==> config.mk <==
export PLATFORM = sky130hd
export DESIGN_NAME = spi_slave_gen
export DESIGN_NICKNAME = d
export VERILOG_FILES = /design/src/rtl/spi_slave_gen.sv
export SDC_FILE = /design/constraint.sdc
export NUM_CORES = 1
export LEC_CHECK = 0
export CORE_MARGIN = 3
export CORE_UTILIZATION = 30
export DETAILED_ROUTE_END_ITERATION = 8
export GPL_ROUTABILITY_DRIVEN = 0
export GPL_TIMING_DRIVEN = 0
export SETUP_SLACK_MARGIN = 0.4
export SYNTH_ARGS = -nofsm -noshare
export SYNTH_HDL_FRONTEND = slang
export SYNTH_SLANG_ARGS = --single-unit
==> constraint.sdc <==
create_clock -name clk -period 4.8 [get_ports clk]
set_clock_uncertainty 0.15 [all_clocks]
set_input_delay 0.48 -clock clk [delete_from_list [all_inputs] [get_ports clk]]
set_output_delay 0.48 -clock clk [all_outputs]
set_load 0.05 [all_outputs]
==> src/rtl/spi_slave_gen.sv <==
// Parametrised SPI slave: any CPOL/CPHA mode, configurable word width and bit order,
// one-word TX buffer and RX holding register. Define SPIS_OVERRUN_EN for a sticky overrun flag.
module spi_slave_gen #(
    parameter int DATA_W      = 8,
    parameter bit CPOL        = 1'b1,
    parameter bit CPHA        = 1'b1,
    parameter bit MSB_FIRST   = 1'b1,
    parameter int SYNC_STAGES = 2
) (
    input  logic              clk,
    input  logic              rstn,
    input  logic              cs,
    input  logic              sck,
    input  logic              mosi,
    output logic              miso,
    output logic              miso_oe,
    input  logic [DATA_W-1:0] tx_data,
    input  logic              tx_valid,
    output logic              tx_ready,
    output logic [DATA_W-1:0] rx_data,
    output logic              rx_valid,
    input  logic              rx_ready,
    output logic              overrun,
    input  logic              ovr_clr
);

    localparam int             CW   = $clog2(DATA_W);
    localparam logic [CW-1:0]  LAST = CW'(DATA_W - 1);

    typedef enum logic [1:0] {S_RESYNC, S_IDLE, S_ACTIVE} state_t;

    logic [SYNC_STAGES-1:0] sck_sync, cs_sync, mosi_sync;
    logic [SYNC_STAGES:0]   flush_pipe;
    logic                   sck_s, cs_s, mosi_s, sck_d, flushed;
    state_t                 state, state_nxt;
    logic                   cs_fall, cs_rise, edge_en;
    logic                   lead_e, trail_e, sample_e, shift_e;

    logic [DATA_W-1:0]      tx_buf, tx_sh, tx_sh_nxt, load_word;
    logic                   tx_full, tx_load, tx_shift, miso_nxt;
    logic [CW-1:0]          tx_cnt;

    logic [DATA_W-1:0]      rx_sh, rx_sh_nxt;
    logic [CW-1:0]          rx_cnt;
    logic                   rx_done;

    // Reset values match the idle bus so releasing reset creates no edge.
    always_ff @(posedge clk or negedge rstn) begin
        if (!rstn) begin
            sck_sync   <= {SYNC_STAGES{CPOL}};
            cs_sync    <= '1;
            mosi_sync  <= '0;
            sck_d      <= CPOL;
            flush_pipe <= '0;
        end else begin
            sck_sync   <= {sck_sync[SYNC_STAGES-2:0], sck};
            cs_sync    <= {cs_sync[SYNC_STAGES-2:0], cs};
            mosi_sync  <= {mosi_sync[SYNC_STAGES-2:0], mosi};
            sck_d      <= sck_s;
            flush_pipe <= {flush_pipe[SYNC_STAGES-1:0], 1'b1};
        end
    end

    assign sck_s   = sck_sync[SYNC_STAGES-1];
    assign cs_s    = cs_sync[SYNC_STAGES-1];
    assign mosi_s  = mosi_sync[SYNC_STAGES-1];
    assign flushed = flush_pipe[SYNC_STAGES];

    // Frame tracker: after reset a frame only starts once a genuine cs-high has been seen.
    always_ff @(posedge clk or negedge rstn) begin
        if (!rstn) state <= S_RESYNC;
        else       state <= state_nxt;
    end

    always_comb begin
        state_nxt = state;
        case (state)
            S_RESYNC: if (flushed && cs_s) state_nxt = S_IDLE;
            S_IDLE:   if (!cs_s)           state_nxt = S_ACTIVE;
            S_ACTIVE: if (cs_s)            state_nxt = S_IDLE;
            default:                       state_nxt = S_RESYNC;
        endcase
    end

    always_comb begin
        cs_fall = 1'b0;
        cs_rise = 1'b0;
        edge_en = 1'b0;
        case (state)
            S_IDLE:   cs_fall = !cs_s;
            S_ACTIVE: begin
                cs_rise = cs_s;
                edge_en = !cs_s;
            end
            default: ;
        endcase
    end

    assign lead_e   = edge_en && (sck_d == CPOL) && (sck_s != CPOL);
    assign trail_e  = edge_en && (sck_d != CPOL) && (sck_s == CPOL);
    assign sample_e = CPHA ? trail_e : lead_e;
    assign shift_e  = CPHA ? lead_e  : trail_e;

    // TX path
    assign tx_ready  = !tx_full;
    assign load_word = tx_full ? tx_buf : '1;
    assign tx_load   = (shift_e && (tx_cnt == '0)) || (cs_fall && !CPHA);
    assign tx_shift  = shift_e && (tx_cnt != '0);

    always_comb begin
        tx_sh_nxt = tx_sh;
        if (tx_load)
            tx_sh_nxt = load_word;
        else if (tx_shift)
            tx_sh_nxt = MSB_FIRST ? {tx_sh[DATA_W-2:0], 1'b1} : {1'b1, tx_sh[DATA_W-1:1]};
    end

    assign miso_nxt = MSB_FIRST ? tx_sh_nxt[DATA_W-1] : tx_sh_nxt[0];

    // A write only lands when empty, so a same-cycle load already saw the old (empty) state.
    always_ff @(posedge clk or negedge rstn) begin
        if (!rstn) begin
            tx_full <= 1'b0;
            tx_buf  <= '0;
        end else if (tx_valid && !tx_full) begin
            tx_full <= 1'b1;
            tx_buf  <= tx_data;
        end else if (tx_load) begin
            tx_full <= 1'b0;
        end
    end

    always_ff @(posedge clk or negedge rstn) begin
        if (!rstn) begin
            tx_sh  <= '1;
            tx_cnt <= '0;
            miso   <= 1'b1;
        end else begin
            tx_sh <= tx_sh_nxt;
            if (cs_rise) begin
                tx_cnt <= '0;
                miso   <= 1'b1;
            end else if (cs_fall && !CPHA) begin
                tx_cnt <= CW'(1);
                miso   <= miso_nxt;
            end else if (shift_e) begin
                tx_cnt <= (tx_cnt == LAST) ? '0 : tx_cnt + CW'(1);
                miso   <= miso_nxt;
            end
        end
    end

    // RX path
    assign rx_sh_nxt = MSB_FIRST ? {rx_sh[DATA_W-2:0], mosi_s} : {mosi_s, rx_sh[DATA_W-1:1]};
    assign rx_done   = sample_e && (rx_cnt == LAST);

    always_ff @(posedge clk or negedge rstn) begin
        if (!rstn) begin
            rx_sh  <= '0;
            rx_cnt <= '0;
        end else if (cs_rise) begin
            rx_cnt <= '0;
        end else if (sample_e) begin
            rx_sh  <= rx_sh_nxt;
            rx_cnt <= rx_done ? '0 : rx_cnt + CW'(1);
        end
    end

    always_ff @(posedge clk or negedge rstn) begin
        if (!rstn) begin
            rx_data  <= '0;
            rx_valid <= 1'b0;
        end else if (rx_done) begin
            rx_data  <= rx_sh_nxt;
            rx_valid <= 1'b1;
        end else if (rx_ready) begin
            rx_valid <= 1'b0;
        end
    end

    always_ff @(posedge clk or negedge rstn) begin
        if (!rstn) miso_oe <= 1'b0;
        else       miso_oe <= !cs_s;
    end

`ifdef SPIS_OVERRUN_EN
    // A set in the same cycle as a clear wins.
    always_ff @(posedge clk or negedge rstn) begin
        if (!rstn)
            overrun <= 1'b0;
        else if (rx_done && rx_valid && !rx_ready)
            overrun <= 1'b1;
        else if (ovr_clr)
            overrun <= 1'b0;
    end
`else
    logic ovr_clr_unused;
    assign ovr_clr_unused = ovr_clr;
    assign overrun        = 1'b0;
`endif

endmodule

==> results.cfg, run 1 <==
[worst_setup_path]
cp.required_ns = 4.17
critPathArrivalTime_ns = 1.81
worst_setup_path_end_kind = output pin
crit_type = flip-flop to output pin
worstPathMaxFanout = 10
start_kind = flip-flop

[final_layout]
layout.nets = 210
multi_input_area_um2 = 820
layout-drive-gt1-share = 0.326
utilization = 0.387
nFillCells = 689
regArea_um2 = 1320
antenna-diode-count = 0
final_common_cell = dfrtp_1
final_cell_mix = 39 x dfrtp_1, 25 x clkdlybuf4s50_1, 20 x mux2_2
syn_to_final_growth_pct = 22.0

[sta]
tightest_slew_ns = 0.745
final.setup.worst_slack_ns = 2.36
finalHoldViolCount = 0
setup_violations = 0
tns_ns = 0
final_max_slew_viol_count = 0
fmax_ghz = 0.410
slew_headroom = 0.503
grt_setup_unrepaired = no
finalCritPeriodShare = 0.508
period_minus_slack_ns = 2.44

[route]
totalWireLength_mm = 3.46
detail-route-antenna-nets = 0
vias = 1227
dr.pass1.iters = 4
remaining_drc_errors = 0
drtIter0Drc = 38
via_per_inst = 4.29
wire_per_inst_um = 12.1

[clock_tree]
cts.clk_slew.worst_paths_ns = 0.09
clockRootBuffer = clkbuf_8
cts_buffer_depth = 2
cts_made_buffers = 5
ctsResizeCount = 0
clock_latency_ns = 0.30
cts_setup_buffers = 0
htree_levels = 2
holdBufCountCts = 0
cts_sinks = 52
tritoncts = done

[power]
power_switching_mw = 0.264
p_int_mw = 0.750
p_comb_frac = 0.203
p_total_mw = 1.01
p_leak_nw = 1.28
swShare = 0.261
powerDensity_nw_per_um2 = 375
ir_worst_vdd_mv = 0.138
p_seq_frac = 0.558
pwr-share-clk = 0.239

[worst_hold_path]
hp-class = primary input to asynchronous set/reset pin

[die]
initial_core_util = 0.318
die_w_um = 92.0
die_area_um2 = 8460
dieHeight_um = 92.0
rows = 30
fp.coreArea_um2 = 6980
ios = 29

[synth]
synth-seq-area-share = 0.594
ys_seq_elements = 52
ys_types = 30
yosys_warnings = 0
netlist_instances = 155
syn_nets = 176
syn_area_um2 = 2220
avgSynthCellArea_um2 = 14.3

[grt]
grt_first_pass_wirelength_mm = 6.04
grt_overflow = 0
grt_pass1_vias = 1281
antenna_found_initial = 0
grt_max_degree = 33
track_usage = 0.0881

[placed_design]
dp_slack_ns = 2.65
io_buffer_count = 26
hpwl_mm = 2.37

[flow_run]
cap_violations = 0

[status]
status = complete, no violations
cells by family after synthesis:
group,count (synthesis),synth area share
other cells,2,0.00339
flops,52,0.594
buf+inv,16,0.0361
mux,40,0.217
fa+ha+maj,5,0.0282
compound gates,8,0.0226
simple gates,32,0.0987
per-stage QoR:
stage	hold WS (ns)	std cells	instance area (µm²)
after CTS	0.115	286	2710
after detailed placement	0.186	278	2620
after global routing	0.146	286	2710
final	0.0875	286	2710
after floorplan	0.0344	155	2220
after global placement	0.184	277	2600
cell type report:
class | count | share of cell area
multi-input combinational | 87 | 0.303
clock buffer | 6 | 0.0268
sequential | 52 | 0.487
tap | 96 | 0.0444
inverter | 10 | 0.0139
timing repair buffer | 27 | 0.105
buffer | 6 | 0.0157
clock inverter | 2 | 0.00463
routing by layer:
metal,track usage,part of all wire,wire length (µm)
met5,0,0,0
met4,0.0260,0.0049,17
met3,0.0295,0.051,178
met2,0.133,0.43,1470
met1,0.120,0.52,1790
sequential cells by signal, summed over array words and instances (netlist names), 2 cells and up:
signal and flops:
cs_sync 2, flush_pipe 3, mosi_sync 2, rx_cnt 3, rx_data 8, rx_sh 7, sck_sync 2, state 2
tx_buf 8, tx_cnt 3, tx_sh 7
synth_stat cells:
library cell,instances,area (µm²)
nor2_1,1,3.75
nor3_1,1,5.00
nor3b_4,1,18.8
buf_6,2,22.5
a21oi_1,1,5.00
mux2_2,20,225
clkbuf_1,2,7.51
ha_1,5,62.6
mux2i_1,9,90.1
and4bb_2,1,12.5
dfrtp_1,39,976
nand3_2,1,10.0
o21ai_0,4,20.0
mux2_4,11,165
buf_4,1,7.51
buf_2,1,5.00
nand2_1,7,26.3
o2111ai_1,1,8.76
conb_1,2,7.51
nand2b_1,7,43.8
nor2b_1,4,25.0
nand4bb_1,2,22.5
dfstp_2,13,342
nand3_1,1,5.00
a211oi_1,1,7.51
inv_1,10,37.5
or4bb_1,1,11.3
or2_2,2,12.5
a41oi_1,1,8.76
nand3b_1,3,22.5
path summary, 6_finish.rpt:
| check | cells after the start | endpoint | slack, ns | startpoint |
|---|---|---|---|---|
| worst max-delay path | 3 | tx_ready | 2.36 | tx_full$_DFFE_PN0P_ |
| worst min-delay path | 1 | tx_buf[7]$_DFFE_PN0P_ | 0.09 | rstn |
| worst max register to register | 6 | tx_sh[1]$_DFFE_PN1P_ | 2.92 | tx_cnt[0]$_DFFE_PN0P_ |
| worst min register to register | 0 | mosi_sync[1]$_DFF_PN0_ | 0.20 | mosi_sync[0]$_DFF_PN0_ |
| max in group asynchronous | 2 | tx_sh[0]$_DFFE_PN1P_ | 3.77 | rstn |
| min in group clk | 0 | mosi_sync[1]$_DFF_PN0_ | 0.20 | mosi_sync[0]$_DFF_PN0_ |
critical path, stage by stage, from the launching register on:
cell and delay, ns:
dfrtp_1 0.40, clkbuf_1 0.23, inv_1 0.09, clkdlybuf4s50_1 0.80
power by group through the flow:
stage	clock [mW]	combinational (mW)	sequential [mW]
5_1_grt	0.274	0.229	0.575
2_1_floorplan	0	0.146	0.576
3_5_place_dp	0	0.209	0.575
6_report	0.242	0.206	0.566
4_1_cts	0.254	0.210	0.567
3_3_place_gp	0	0.204	0.574
No activity file was read; power rests on OpenSTA's default activity.
==> inputs of run 2 (changes only) <==
==> constraint.sdc (replaced) <==
create_clock -name clk -period 2.2 [get_ports clk]
set_clock_uncertainty 0.15 [all_clocks]
set_input_delay 0.22 -clock clk [delete_from_list [all_inputs] [get_ports clk]]
set_output_delay 0.22 -clock clk [all_outputs]
set_load 0.05 [all_outputs]
==> run 2 against run 1 <==
Effect of this change:
- non-clock buffer count grew 2
- sequential share of layout area down 0.27 points
- hold slack better by 0.084 ns
- register-to-register slack lost 2.4 ns
- die area stayed put
- largest power group unchanged
- combinational power up 130%
- largest cell class unchanged
==> results.cfg, run 2 (synthesis results as in run 1) <==
[status]
status = complete, no violations

[final_layout]
antenna-diode-count = 0
final_cell_mix = 39 x dfrtp_1, 20 x mux2_2, 13 x dfstp_2, 13 x clkdlybuf4s50_1
layout.nets = 212
syn_to_final_growth_pct = 22.7
layout-drive-gt1-share = 0.344
nFillCells = 695
top_regs = rx_data: 8 flops, tx_buf: 8 flops
final_common_cell = dfrtp_1
fin_cells = 288
multi_input_area_um2 = 832
regArea_um2 = 1320

[grt]
grt_overflow = 0
antenna_found_initial = 0
grt_first_pass_wirelength_mm = 6.07
grt_max_degree = 33
grt_pass1_vias = 1293
track_usage = 0.0888

[die]
rows = 30
ios = 29
die_area_um2 = 8460
die_w_um = 92.0
fp.coreArea_um2 = 6980
initial_core_util = 0.318
dieHeight_um = 92.0

[route]
totalWireLength_mm = 3.49
detail-route-antenna-nets = 0
dr.pass1.iters = 4
wire_per_inst_um = 12.1
vias = 1244
via_per_inst = 4.32
drtIter0Drc = 30
remaining_drc_errors = 0

[placed_design]
dp_slack_ns = 0.314
io_buffer_count = 26
place_inst = 278
hpwl_mm = 2.37

[power]
powerDensity_nw_per_um2 = 820
p_int_mw = 1.65
swShare = 0.261
power_switching_mw = 0.582
p_leak_nw = 1.34
p_seq_frac = 0.552
ir_worst_vdd_mv = 0.297
p_comb_frac = 0.211
pwr-share-clk = 0.237

[sta]
final_max_slew_viol_count = 0
finalCritPeriodShare = 0.789
slew_headroom = 0.501
period_minus_slack_ns = 1.74
final.setup.worst_slack_ns = 0.465
grt_setup_unrepaired = no
hold_ws_ns = 0.172
setup_violations = 0
fmax_ghz = 0.576
tightest_slew_ns = 0.748
finalHoldViolCount = 0

[worst_setup_path]
critPathArrivalTime_ns = 1.37
cp_slowest_cell = dfstp_2
critPathTopFamily = flip-flops
reg2reg_slack_ns = 0.48
cp.required_ns = 1.83
start_kind = flip-flop
r2r_end = tx_sh[1]$_DFFE_PN1P_
worst_setup_path_end_kind = output pin
slowest_delay_ns = 0.54
worstSetupPathDepth = 1
reg2reg_depth = 6
crit_buf_inv = 1
worstPathMaxFanout = 2
worstPathCellList = dlygate4sd2_1
r2r_start = tx_cnt[1]$_DFFE_PN0P_
cp-startpoint = miso$_DFFE_PN1P_
crit_type = flip-flop to output pin

[worst_hold_path]
hp-class = primary input to flip-flop
hold_end = cs_sync[0]$_DFF_PN1_
whs_path_depth = 1
hp-start = cs

[clock_tree]
clockRootBuffer = clkbuf_8
clock_latency_ns = 0.30
cts_made_buffers = 5
cts_sinks = 52
cts_buffer_depth = 2
htree_levels = 2
cts.clk_slew.worst_paths_ns = 0.09
tritoncts = done

[flow_run]
cap_violations = 0
run 2: changes by cell type in the layout (fill, tap and decap cells not counted), moves of 2 or more:
cell / change
clkdlybuf4s50_1: -12
buf_4: +2
dlygate4sd2_1: +11
clkbuf_2: +2
run 2: power groups by stage:
stage	registers [mW]	logic, mW	clock network, mW
after CTS	1.24	0.470	0.555
after floorplan	1.26	0.318	0
after global placement	1.25	0.445	0
final	1.23	0.470	0.528
after global routing	1.25	0.522	0.598
after detailed placement	1.26	0.456	0
run 2: layer usage:
| metal | GRT usage | wire length [µm] | part of all wire |
|---|---|---|---|
| met5 | 0 | 0 | 0 |
| met4 | 0.0260 | 28 | 0.0080 |
| met3 | 0.0287 | 186 | 0.053 |
| met2 | 0.134 | 1480 | 0.42 |
| met1 | 0.121 | 1790 | 0.51 |
run 2: how the worst max path moves through the flow:
stage               slack [ns]                      to
finish                    0.46                    miso
global route              0.41    tx_sh[2]$_DFFE_PN1P_
CTS                       0.28                tx_ready
detailed placement        0.31   tx_buf[0]$_DFFE_PN0P_
global placement         -0.83  rx_data[3]$_DFFE_PN0P_
floorplan                 0.47    tx_sh[1]$_DFFE_PN1P_
run 2: per-stage QoR:
stage | TNS (ns) | power [mW] | area [µm²] | util
4_1_cts | 0 | 2.26 | 2710 | 0.389
2_1_floorplan | 0 | 1.57 | 2220 | -
3_3_place_gp | -35.48 | 1.70 | 2600 | 0.372
3_5_place_dp | 0 | 1.71 | 2620 | 0.375
5_1_grt | 0 | 2.38 | 2720 | 0.390
6_report | 0 | 2.23 | 2720 | 0.390
run 2: final cells by class:
| type | instances | share of cell area |
|---|---|---|
| well taps | 96 | 0.0442 |
| clock inverters | 2 | 0.00460 |
| flip-flops and latches | 52 | 0.484 |
| repair buffers | 29 | 0.103 |
| inverters | 10 | 0.0138 |
| multi-input cells | 87 | 0.306 |
| plain buffers | 6 | 0.0170 |
| clock buffers | 6 | 0.0267 |
run 2: repair_timing:
item | 4_1_cts | 5_1_grt
resized for setup | 14 | 5
setup buffers | 1 | 0
setup endpoints to repair | 15 | 4
pin swaps | 0 | 1
endpoints found under the hold margin | 24 | 0
hold buffers | 1 | 0
==> inputs of run 3 (changes only) <==
==> constraint.sdc (replaced) <==
create_clock -name clk -period 1.5 [get_ports clk]
set_clock_uncertainty 0.15 [all_clocks]
set_input_delay 0.15 -clock clk [delete_from_list [all_inputs] [get_ports clk]]
set_output_delay 0.15 -clock clk [all_outputs]
set_load 0.05 [all_outputs]
==> run 3 against run 2 <==
Effect of this change:
- the run now ends with negative hold slack, negative setup slack left
- register-to-register slack worse by 0.68 ns
- non-clock buffer count up 24
- highest routed layer unchanged
- clock power up 48%
- via count up 7.9%
- final area up 15%
- flip-flop and latch count unchanged
- die area unchanged
- total power up 60%
==> results.cfg, run 3 (synthesis results as in run 1) <==
[worst_setup_path]
r2r_end = tx_sh[1]$_DFFE_PN1P_
r2r_start = tx_cnt[0]$_DFFE_PN0P_
start_kind = flip-flop
reg2reg_depth = 6
worstPathMaxFanout = 5
worst_setup_path_end_kind = flip-flop
crit_type = flip-flop to flip-flop
critPathArrivalTime_ns = 1.78
reg2reg_slack_ns = -0.20
cp.required_ns = 1.58

[die]
rows = 30
die_area_um2 = 8460
initial_core_util = 0.318
die_w_um = 92.0
ios = 29
fp.coreArea_um2 = 6980
dieHeight_um = 92.0

[power]
p_int_mw = 2.63
pwr-share-clk = 0.219
powerDensity_nw_per_um2 = 1140
ir_worst_vdd_mv = 0.453
p_seq_frac = 0.510
power_switching_mw = 0.944
swShare = 0.264
p_leak_nw = 1.52
p_comb_frac = 0.272

[sta]
final.setup.worst_slack_ns = -0.198
hold_ws_ns = -0.353
setup_violations = 19
finalHoldViolCount = 20
finalCritPeriodShare = 1.13
tns_ns = -1.44
period_minus_slack_ns = 1.70
fmax_ghz = 0.589
grt_setup_unrepaired = yes
final_max_slew_viol_count = 0

[route]
vias = 1342
wire_per_inst_um = 12.8
dr.pass1.iters = 4
totalWireLength_mm = 4.00
remaining_drc_errors = 0
via_per_inst = 4.29
detail-route-antenna-nets = 0
drtIter0Drc = 41

[grt]
grt_overflow = 0
track_usage = 0.101
antenna_found_initial = 0
grt_pass1_vias = 1345
grt_first_pass_wirelength_mm = 6.67
grt_max_degree = 33

[clock_tree]
tritoncts = done
cts.clk_slew.worst_paths_ns = 0.09
clock_latency_ns = 0.30
htree_levels = 2
cts_buffer_depth = 2
cts_made_buffers = 5
cts_sinks = 52
clockRootBuffer = clkbuf_8

[final_layout]
antenna-diode-count = 0
final_common_cell = dfrtp_1
syn_to_final_growth_pct = 41.3
fin_cells = 313
layout.nets = 237
top_regs = rx_data: 8 flops, tx_buf: 8 flops
multi_input_area_um2 = 972
final_cell_mix = 38 x dfrtp_1, 22 x mux2_4, 21 x buf_6
nFillCells = 645
final_area_um2 = 3130
regArea_um2 = 1320
layout-drive-gt1-share = 0.548

[placed_design]
place_inst = 278
hpwl_mm = 2.37
dpl_cell_area_um2 = 2700
io_buffer_count = 26

[status]
violations = negative hold slack, negative setup slack
status = finished with violations

[worst_hold_path]
hp-class = primary input to asynchronous set/reset pin

[flow_run]
cap_violations = 0
-- run 3: routing by layer --
layer,GRT usage,share of wire,vias to the layer above
met3,0.0197,0.022,4
met2,0.159,0.50,14
met4,0.0408,0.015,0
met5,0,0,-
li1,-,-,644
met1,0.136,0.47,680
-- run 3: worst max path at each step --
| stage | slack (ns) | startpoint | cells after the start | to |
|---|---|---|---|---|
| floorplan | -0.18 | tx_cnt[0]$_DFFE_PN0P_ | 6 | tx_sh[1]$_DFFE_PN1P_ |
| global placement | -1.45 | rstn | 1 | rx_data[4]$_DFFE_PN0P_ |
| detailed placement | -0.30 | tx_full$_DFFE_PN0P_ | 3 | tx_ready |
| CTS | -0.19 | tx_cnt[0]$_DFFE_PN0P_ | 6 | tx_sh[1]$_DFFE_PN1P_ |
| global route | -0.27 | tx_cnt[0]$_DFFE_PN0P_ | 6 | tx_sh[3]$_DFFE_PN1P_ |
| finish | -0.20 | tx_cnt[0]$_DFFE_PN0P_ | 6 | tx_sh[1]$_DFFE_PN1P_ |
-- run 3: power groups by stage --
stage | Clock [mW] | Combinational (mW) | Sequential, mW
floorplan | 0 | 0.558 | 1.85
global placement | 0 | 0.742 | 1.85
detailed placement | 0 | 0.760 | 1.85
CTS | 0.814 | 0.927 | 1.82
global route | 0.857 | 1.06 | 1.86
finish | 0.783 | 0.972 | 1.82
-- run 3: what timing repair did --
| item | 4_1_cts | 5_1_grt |
|---|---|---|
| endpoints found under the hold margin | 20 | 13 |
| buffers inserted | 20 | 4 |
| gates cloned | 3 | 0 |
| resized for setup | 112 | 6 |
| pin swaps | 8 | 6 |
| endpoints found under the setup margin | 51 | 53 |
-- run 3: per-stage QoR --
stage	hold slack (ns)	util	setup slack, ns	power, mW
2_1_floorplan	-0.296	-	-0.175	2.41
3_3_place_gp	0.182	0.385	-1.45	2.59
4_1_cts	-0.345	0.441	-0.186	3.56
3_5_place_dp	-0.0110	0.387	-0.301	2.61
6_report	-0.353	0.449	-0.198	3.58
5_1_grt	-0.334	0.449	-0.266	3.78
-- run 3: area by class of cell --
type	count	share of cell area
inverters	10	0.0128
clock buffers	5	0.0220
repair buffers	53	0.168
clock inverters	3	0.00599
multi-input cells	88	0.310
plain buffers	6	0.0212
well taps	96	0.0384
flip-flops and latches	52	0.421
-- run 3: critical path, stage by stage, from the launching register on --
cell and delay, ns:
dfrtp_1 0.40, inv_1 0.06, ha_2 0.17, nor2b_1 0.12, buf_4 0.16, mux2_4 0.30
mux2_4 0.27
